File: src/rtl/pmem_arb_pkg.sv
// Shared types and helpers for the pmem line arbiter and its round-robin picker.
package pmem_arb_pkg;

   typedef enum logic [1:0] {
      IDLE   = 2'd0,
      ACCESS = 2'd1,
      RESP   = 2'd2
   } arb_state_t;

   // Width of a port index; never narrower than one bit so a 2-port build still has a select.
   function automatic int idx_w(input int n);
      return (n > 2) ? $clog2(n) : 1;
   endfunction

endpackage

File: src/rtl/pmem_arbiter_rr_rr_picker.sv
// Round-robin picker: first asserted request at or above rr_ptr, wrapping past the top port.
module rr_picker
   import pmem_arb_pkg::*;
#(
   parameter int NUM_PORTS = 2,
   localparam int IDX_W = idx_w(NUM_PORTS)
) (
   input  logic [NUM_PORTS-1:0] req,
   input  logic [IDX_W-1:0]     rr_ptr,
   output logic [IDX_W-1:0]     grant,
   output logic                 any_req
);

   // Scan NUM_PORTS candidates starting at rr_ptr; the wrap is an explicit subtract so
   // port counts that are not a power of two never index past the last port.
   always_comb begin
      int idx;
      idx     = 0;
      grant   = '0;
      any_req = 1'b0;
      for (int k = 0; k < NUM_PORTS; k++) begin
         idx = int'(rr_ptr) + k;
         if (idx >= NUM_PORTS) begin
            idx = idx - NUM_PORTS;
         end
         if (!any_req && req[IDX_W'(idx)]) begin
            any_req = 1'b1;
            grant   = IDX_W'(idx);
         end
      end
   end

endmodule

File: src/rtl/pmem_arbiter_rr.sv
// N-port round-robin arbiter serialising cache line reads/writebacks onto one pmem port.
module pmem_arbiter_rr
   import pmem_arb_pkg::*;
#(
   parameter int NUM_PORTS = 2,
   parameter int LINE_W    = 256,
   parameter int ADDR_W    = 32
) (
   input  logic                        clk,
   input  logic                        rst,
   input  logic [NUM_PORTS-1:0]        port_read,
   input  logic [NUM_PORTS-1:0]        port_write,
   input  logic [NUM_PORTS*ADDR_W-1:0] port_addr,
   input  logic [NUM_PORTS*LINE_W-1:0] port_wdata,
   output logic [NUM_PORTS-1:0]        port_resp,
   output logic [LINE_W-1:0]           port_rdata,
   output logic                        pmem_read,
   output logic                        pmem_write,
   output logic [ADDR_W-1:0]           pmem_address,
   output logic [LINE_W-1:0]           pmem_wdata,
   input  logic [LINE_W-1:0]           pmem_rdata,
   input  logic                        pmem_resp
);

   localparam int IDX_W = idx_w(NUM_PORTS);

   arb_state_t         state;
   logic [IDX_W-1:0]   rr_ptr;
   logic [IDX_W-1:0]   grant_q;
   logic               op_write;

   logic [NUM_PORTS-1:0] req;
   logic [IDX_W-1:0]     pick;
   logic                 any_req;
   logic [ADDR_W-1:0]    sel_addr;
   logic [LINE_W-1:0]    sel_wdata;
   logic                 sel_write;
   logic [IDX_W-1:0]     ptr_next;

   assign req = port_read | port_write;

   rr_picker #(.NUM_PORTS(NUM_PORTS)) u_picker (
      .req     (req),
      .rr_ptr  (rr_ptr),
      .grant   (pick),
      .any_req (any_req)
   );

   // Route the picked client's address, write line and op onto the latch inputs; write wins.
   always_comb begin
      sel_addr  = '0;
      sel_wdata = '0;
      sel_write = 1'b0;
      for (int i = 0; i < NUM_PORTS; i++) begin
         if (pick == IDX_W'(i)) begin
            sel_addr  = port_addr[i*ADDR_W +: ADDR_W];
            sel_wdata = port_wdata[i*LINE_W +: LINE_W];
            sel_write = port_write[i];
         end
      end
   end

   assign ptr_next = (grant_q == IDX_W'(NUM_PORTS - 1)) ? '0 : grant_q + IDX_W'(1);

   // Arbitration FSM with registered pmem and client outputs; reset abandons any in-flight access.
   always_ff @(posedge clk or posedge rst) begin
      if (rst) begin
         state        <= IDLE;
         rr_ptr       <= '0;
         grant_q      <= '0;
         op_write     <= 1'b0;
         pmem_read    <= 1'b0;
         pmem_write   <= 1'b0;
         pmem_address <= '0;
         pmem_wdata   <= '0;
         port_resp    <= '0;
         port_rdata   <= '0;
      end else begin
         case (state)
            IDLE: begin
               port_resp <= '0;
               if (any_req) begin
                  grant_q      <= pick;
                  op_write     <= sel_write;
                  pmem_address <= sel_addr;
                  pmem_wdata   <= sel_wdata;
                  pmem_write   <= sel_write;
                  pmem_read    <= ~sel_write;
                  state        <= ACCESS;
               end
            end
            ACCESS: begin
               if (pmem_resp) begin
                  if (!op_write) begin
                     port_rdata <= pmem_rdata;
                  end
                  pmem_read  <= 1'b0;
                  pmem_write <= 1'b0;
                  port_resp  <= NUM_PORTS'(1) << grant_q;
                  state      <= RESP;
               end
            end
            RESP: begin
               port_resp <= '0;
               rr_ptr    <= ptr_next;
               state     <= IDLE;
            end
            default: state <= IDLE;
         endcase
      end
   end

endmodule

File: config.mk
export PLATFORM = sky130hd
export DESIGN_NAME = pmem_arbiter_rr
export DESIGN_NICKNAME = d
export VERILOG_FILES = /design/src/rtl/pmem_arb_pkg.sv /design/src/rtl/pmem_arbiter_rr_rr_picker.sv /design/src/rtl/pmem_arbiter_rr.sv
export SDC_FILE = /design/constraint.sdc
export NUM_CORES = 1
export LEC_CHECK = 0
export ABC_AREA = 1
export ABC_CLOCK_PERIOD_IN_PS = 17900
export CAP_MARGIN = 30
export CORE_AREA = 2 2 544 546
export DETAILED_ROUTE_END_ITERATION = 16
export DIE_AREA = 0 0 546 548
export GPL_TIMING_DRIVEN = 0
export SYNTH_ARGS = -nofsm -noshare
export SYNTH_HDL_FRONTEND = slang
export SYNTH_HIERARCHICAL = 1
export SYNTH_SLANG_ARGS = --single-unit
File: constraint.sdc
create_clock -name clk -period 17.9 [get_ports clk]
set_clock_uncertainty 0.15 [all_clocks]
set_input_delay 3.58 -clock clk [delete_from_list [all_inputs] [get_ports clk]]
set_output_delay 3.58 -clock clk [all_outputs]
set_load 0.01 [all_outputs]
=== Word-level counts from Yosys, hierarchy flattened ===
Cells that the tools add are included.

* Register bits after elaboration: 553
* Latch bits: 0
* Memory bits (writable): 0
* ROM bits: 0
* Word-level logic and storage cells: 61
* Memories kept: 0

* $add $sub $neg: 4
* Multiply operators: 0
* Divide/modulo/power cells: 0
* Order comparisons: 4
* Eq/ne operators: 4
* Shift-type cells: 1
* Muxes and demuxes: 24
* Bitwise logic cells: 3
* Reduce and logical (&&, ||, !) cells: 11

{| class="wikitable"
|+ Operator list
! cell !! count
|-
| 256-bit 2-to-1 mux || 1
|-
| 32-bit 2-to-1 mux || 1
|-
| 1-bit 2-to-1 mux || 15
|-
| 2-bit one-hot mux with 2 select lines || 2
|-
| 1-bit by 3-bit less-than comparator with 1-bit output, second input constant || 2
|-
| 2-bit 2-to-1 mux || 3
|-
| 2-bit AND reduction || 3
|-
| 3-bit AND reduction || 2
|-
| 2-bit inequality test, second input constant || 2
|-
| 1-bit one-hot mux with 2 select lines || 2
|-
| 2-bit nonzero test || 2
|-
| 1-bit by 1-bit adder with 2-bit output, second input constant || 1
|-
| 2-bit by 1-bit equality test with 1-bit output, second input constant || 1
|-
| 2-bit equality test, second input constant || 1
|-
| 1-bit by 2-bit >= comparator with 1-bit output, second input constant || 1
|-
| 2-bit >= comparator, second input constant || 1
|-
| 2-bit logical NOT || 1
|-
| 1-bit inverter || 2
|-
| 2-bit OR reduction || 1
|-
| 1-bit by 1-bit << shifter with 2-bit output, first input constant || 1
|-
| 1-bit subtractor, second input constant || 2
|-
| 1-bit adder, second input constant || 1
|-
| 1-bit logical AND || 1
|-
| 1-bit logical NOT || 1
|-
| 1-bit OR || 1
|}

=== Longest topological paths before layout ===
* Depth after elaboration: 13
* Mapped depth: 10
* Mapped depth without buffers: 8

=== By module ===
Netlist, hierarchy kept.

{| class="wikitable"
|+ By module, submodules not included
! module !! instances !! cells an instance !! area an instance (um^2)
|-
| pmem_arbiter_rr || 1 || 3,307 || 24,765.0
|-
| rr_picker || 1 || 3 || 15.0
|}

=== Least setup slack after synthesis ===
OpenSTA, ideal clock, no wires.

* Path type: in2reg
* From: input port port_write[0]
* To: register pmem_wdata[34]
* Library setup time: 65 ps
* Arrival: 4,753 ps
* Required time: 17,685 ps
* Setup slack: 12,932 ps
* Cell stages on the path: 10
* Buffers on the path: 2
* Cells stage by stage: or2_2 nand2_1 inv_1 inv_1 clkbuf_1 clkbuf_1 nand2_1 nand2_1 nand2_1 nand2_1

* Cells in the longest elaborated chain, start to end: 8
* Elaborated cells on any way between the ends: 13
* Those cells by class: mux (9); bitwise (1); reduce/logical (3)

{| class="wikitable"
|+ Ends and longest elaborated chain
! what !! RTL line !! text
|-
| start: declaration || pmem_arbiter_rr.sv:12 || <nowiki>input logic [NUM_PORTS-1:0] port_write,</nowiki>
|-
| 1-bit OR * || pmem_arbiter_rr.sv:40 || <nowiki>assign req = port_read | port_write;</nowiki>
|-
| 1-bit 2-to-1 mux (implied by the code) (2 in series) || pmem_arbiter_rr_rr_picker.sv:26 || <nowiki>if (!any_req && req[IDX_W'(idx)]) begin</nowiki>
|-
| 1-bit 2-to-1 mux || pmem_arbiter_rr_rr_picker.sv:26 ||
|-
| 1-bit logical NOT || pmem_arbiter_rr_rr_picker.sv:26 ||
|-
| 1-bit logical AND || pmem_arbiter_rr_rr_picker.sv:26 ||
|-
| 1-bit 2-to-1 mux * || pmem_arbiter_rr_rr_picker.sv:26 ||
|-
| named net pick || pmem_arbiter_rr.sv:33 || <nowiki>logic [IDX_W-1:0] pick;</nowiki>
|-
| 256-bit 2-to-1 mux * || pmem_arbiter_rr.sv:55 || <nowiki>if (pick == IDX_W'(i)) begin</nowiki>
|-
| end signal: assignment || pmem_arbiter_rr.sv:86 || <nowiki>pmem_wdata <= sel_wdata;</nowiki>
|-
| end: declaration || pmem_arbiter_rr.sv:20 || <nowiki>output logic [LINE_W-1:0] pmem_wdata,</nowiki>
|}

Mark *: on every way through the listed nets, which the timed path passes. The rest lies on a longest branch. The select of a mux whose other input is x is not followed.
A chain may end at the register's enable or synchronous reset.

=== Worst setup path after layout ===
* From: input port port_write[0]
* To: register pmem_wdata[140]

* Cells in the longest elaborated chain, start to end: 8
* Elaborated cells on any way between the ends: 13
* Those cells by class: mux (9); bitwise (1); reduce/logical (3)

{| class="wikitable"
|+ Ends and longest elaborated chain
! what !! RTL line !! text
|-
| 1-bit OR * || pmem_arbiter_rr.sv:40 ||
|-
| named net req[0] || pmem_arbiter_rr.sv:32 || <nowiki>logic [NUM_PORTS-1:0] req;</nowiki>
|-
| 1-bit 2-to-1 mux (implied by the code) (2 in series) || pmem_arbiter_rr_rr_picker.sv:26 ||
|-
| 1-bit 2-to-1 mux || pmem_arbiter_rr_rr_picker.sv:26 ||
|-
| 1-bit logical NOT || pmem_arbiter_rr_rr_picker.sv:26 ||
|-
| 1-bit logical AND || pmem_arbiter_rr_rr_picker.sv:26 ||
|-
| 1-bit 2-to-1 mux * || pmem_arbiter_rr_rr_picker.sv:26 ||
|-
| named net pick || pmem_arbiter_rr.sv:33 ||
|-
| 256-bit 2-to-1 mux * || pmem_arbiter_rr.sv:55 ||
|}

Marked as above.

==> results_dict.tcl <==
set metrics [dict create \
    start_util_pct 8.45 \
    grt_pass1_wl_um 273000 \
    fp.dieW_um 546 \
    finalSetupViolations 0 \
    outcome "complete, no violations" \
    drive_gt1_share_pct 6.71 \
    drc 0 \
    drt_iter0_drc 2304 \
    grt_pass1_vias 28087 \
    path_max_fanout 10 \
    hold_viol_final 0 \
    fin_crit_sh_pct 35.8 \
    dpl_worst_slack_ps 10330 \
    synth_cells 3309 \
    worst_pin_slew_ps 903 \
    layout.nets 5632 \
    p_comb_share_pct 51.7 \
    grt_start_max_net_pins 39 \
    antenna_found_initial 170 \
    cts_buffer_depth 4 \
    ctsResizeCount 0 \
    hold_class "flip-flop to flip-flop" \
    cp_top_family "buffers and inverters" \
    postRouteAntennaNets 0 \
    place.gp.congestion 0.981 \
    p_int_mw 4.45 \
    syn_avg_cell_area_um2 7.49 \
    ir_drop_uv 91.3 \
    die_h_um 548 \
    crit_type "primary input to flip-flop" \
    post_cts_buffers 0 \
    p_sw_mw 3.44 \
    fin_setup_tns_ps 0 \
    crit_path_cell_trace "clkdlybuf4s50_1, or2_2, nand2_1, inv_1, buf_2, buf_1, nand2_1, nand2_1, nand2_1, nand2_1" \
    routed_via_density 3.30 \
    power_mw 7.90 \
    p_leak_nw 21.7 \
    dp_hpwl_um 186000 \
    swShare_pct 43.6 \
    start_kind "primary input" \
    dpl_cell_area_um2 44000 \
    drt_wl_total_um 213000 \
    core_um2 293000 \
    syn_area_um2 24800 \
    grt.total_usage_pct 13.7 \
    powerDensity_nw_per_um2 169 \
    drv_cap 0 \
    finalMaxSlewViolations 0 \
    required_ps 18440 \
    dieArea_um2 299000 \
    holdWs_ps 316 \
    dp_cells 8634 \
    stdcell_area_um2 46600 \
    crit_buf_inv 4 \
    relSlewSlack_pct 39.8 \
    clkSinkCount 553 \
    synth_warnings 6 \
    worstSkewPairLatency_ps 760 \
    clockPowerShare_pct 20.4 \
    rsz0062_at_grt "false" \
    worstPathArrival_ps 6950 \
    syn2layout_area_growth_pct 88.2 \
    clkTransAtPathRegs_ps 50 \
    cts_hold_buffers 0 \
    period_minus_slack_ps 6410 \
    synth_nets 4148 \
    seqPwrFrac_pct 27.9 \
    max_freq_mhz 156 \
    critPathSlowestCell "clkdlybuf4s50_1" \
    final_core_util_pct 15.9 \
    port_buffers 1385 \
    io_pins 1387 \
    overflow 0 \
    setup_slack_ps 11490 \
    root_buffer "clkbuf_16" \
    rows 199 \
    worstSetupEndpointType "flip-flop" \
    htreeDepth 3 \
    final_cells 8806 \
    num_vias 29077 \
    cts_tree "done" \
    drt-pass1-iter-count 5 \
    cpPeakStageDelay_ps 920 \
    cts_made_buffers 76 \
    wl_per_cell_um 24.2 \
    crit_top_cell "nand2_1" \
]
sequential cells by signal, summed over array words and instances, names as in the netlist:
register      cells
pmem_wdata      256
pmem_read         1
rr_ptr            1
port_rdata      256
op_write          1
state             2
port_resp         2
pmem_address     32
pmem_write        1
grant_q           1
area by class of cell:
class	instances	area, um2
antenna	43	108
tap	3919	4900
multi-input combinational	2533	9850
inverter	10	41.3
sequential	553	13800
timing repair buffer	1406	14300
clock inverter	30	408
clock buffer	99	2140
buffer	213	1050
fill	33466	246000
tightest hold or removal path, delay by kind of cell, from the launching register on:
| kind | cells | cell delay (ps) |
|---|---|---|
| simple gates | 2 | 100 |
| flops | 1 | 330 |
per-layer routing:
metal	vias up	share of wire (%)	wire [um]	track usage (%)
li1	13152	-	-	-
met1	13556	37	78000	15.0
met2	1725	46	97400	22.6
met3	524	12	25000	6.38
met4	120	5.5	11800	6.33
met5	-	0.38	813	0
worst paths after layout:
kind | startpoint | endpoint | slack, ps | cells after the start
max in group asynchronous | rst | pmem_wdata[244] | 12030 | 11
max reg2reg | rr_ptr | pmem_wdata[140] | 15140 | 8
min reg2reg | port_rdata[148] | port_rdata[148] | 320 | 2
max | port_write[0] | pmem_wdata[140] | 11490 | 10
min | port_rdata[148] | port_rdata[148] | 320 | 2
min in group asynchronous | rst | port_rdata[231] | 2950 | 2
power groups by stage:
| stage | logic (mW) | clock network (mW) | registers [mW] |
|---|---|---|---|
| global placement | 4.10 | 0 | 2.20 |
| floorplan | 1.29 | 0 | 2.43 |
| global route | 4.39 | 1.71 | 2.27 |
| finish | 4.08 | 1.61 | 2.20 |
| detailed placement | 4.15 | 0 | 2.21 |
| CTS | 4.16 | 1.67 | 2.20 |
layout by cell type (no fill, tap or decap), drive strengths merged:
cell           instances
o21ai                  2
dfrtp                553
clkdlybuf4s50       1385
diode                 43
clkinv                15
bufinv                 8
nand2               2265
nand4                  1
clkinvlp               4
nand3                260
buf                  199
nor2                   4
clkbuf               134
or2                    1
inv                   13
Note: power is estimated with default switching activity, not from simulation.
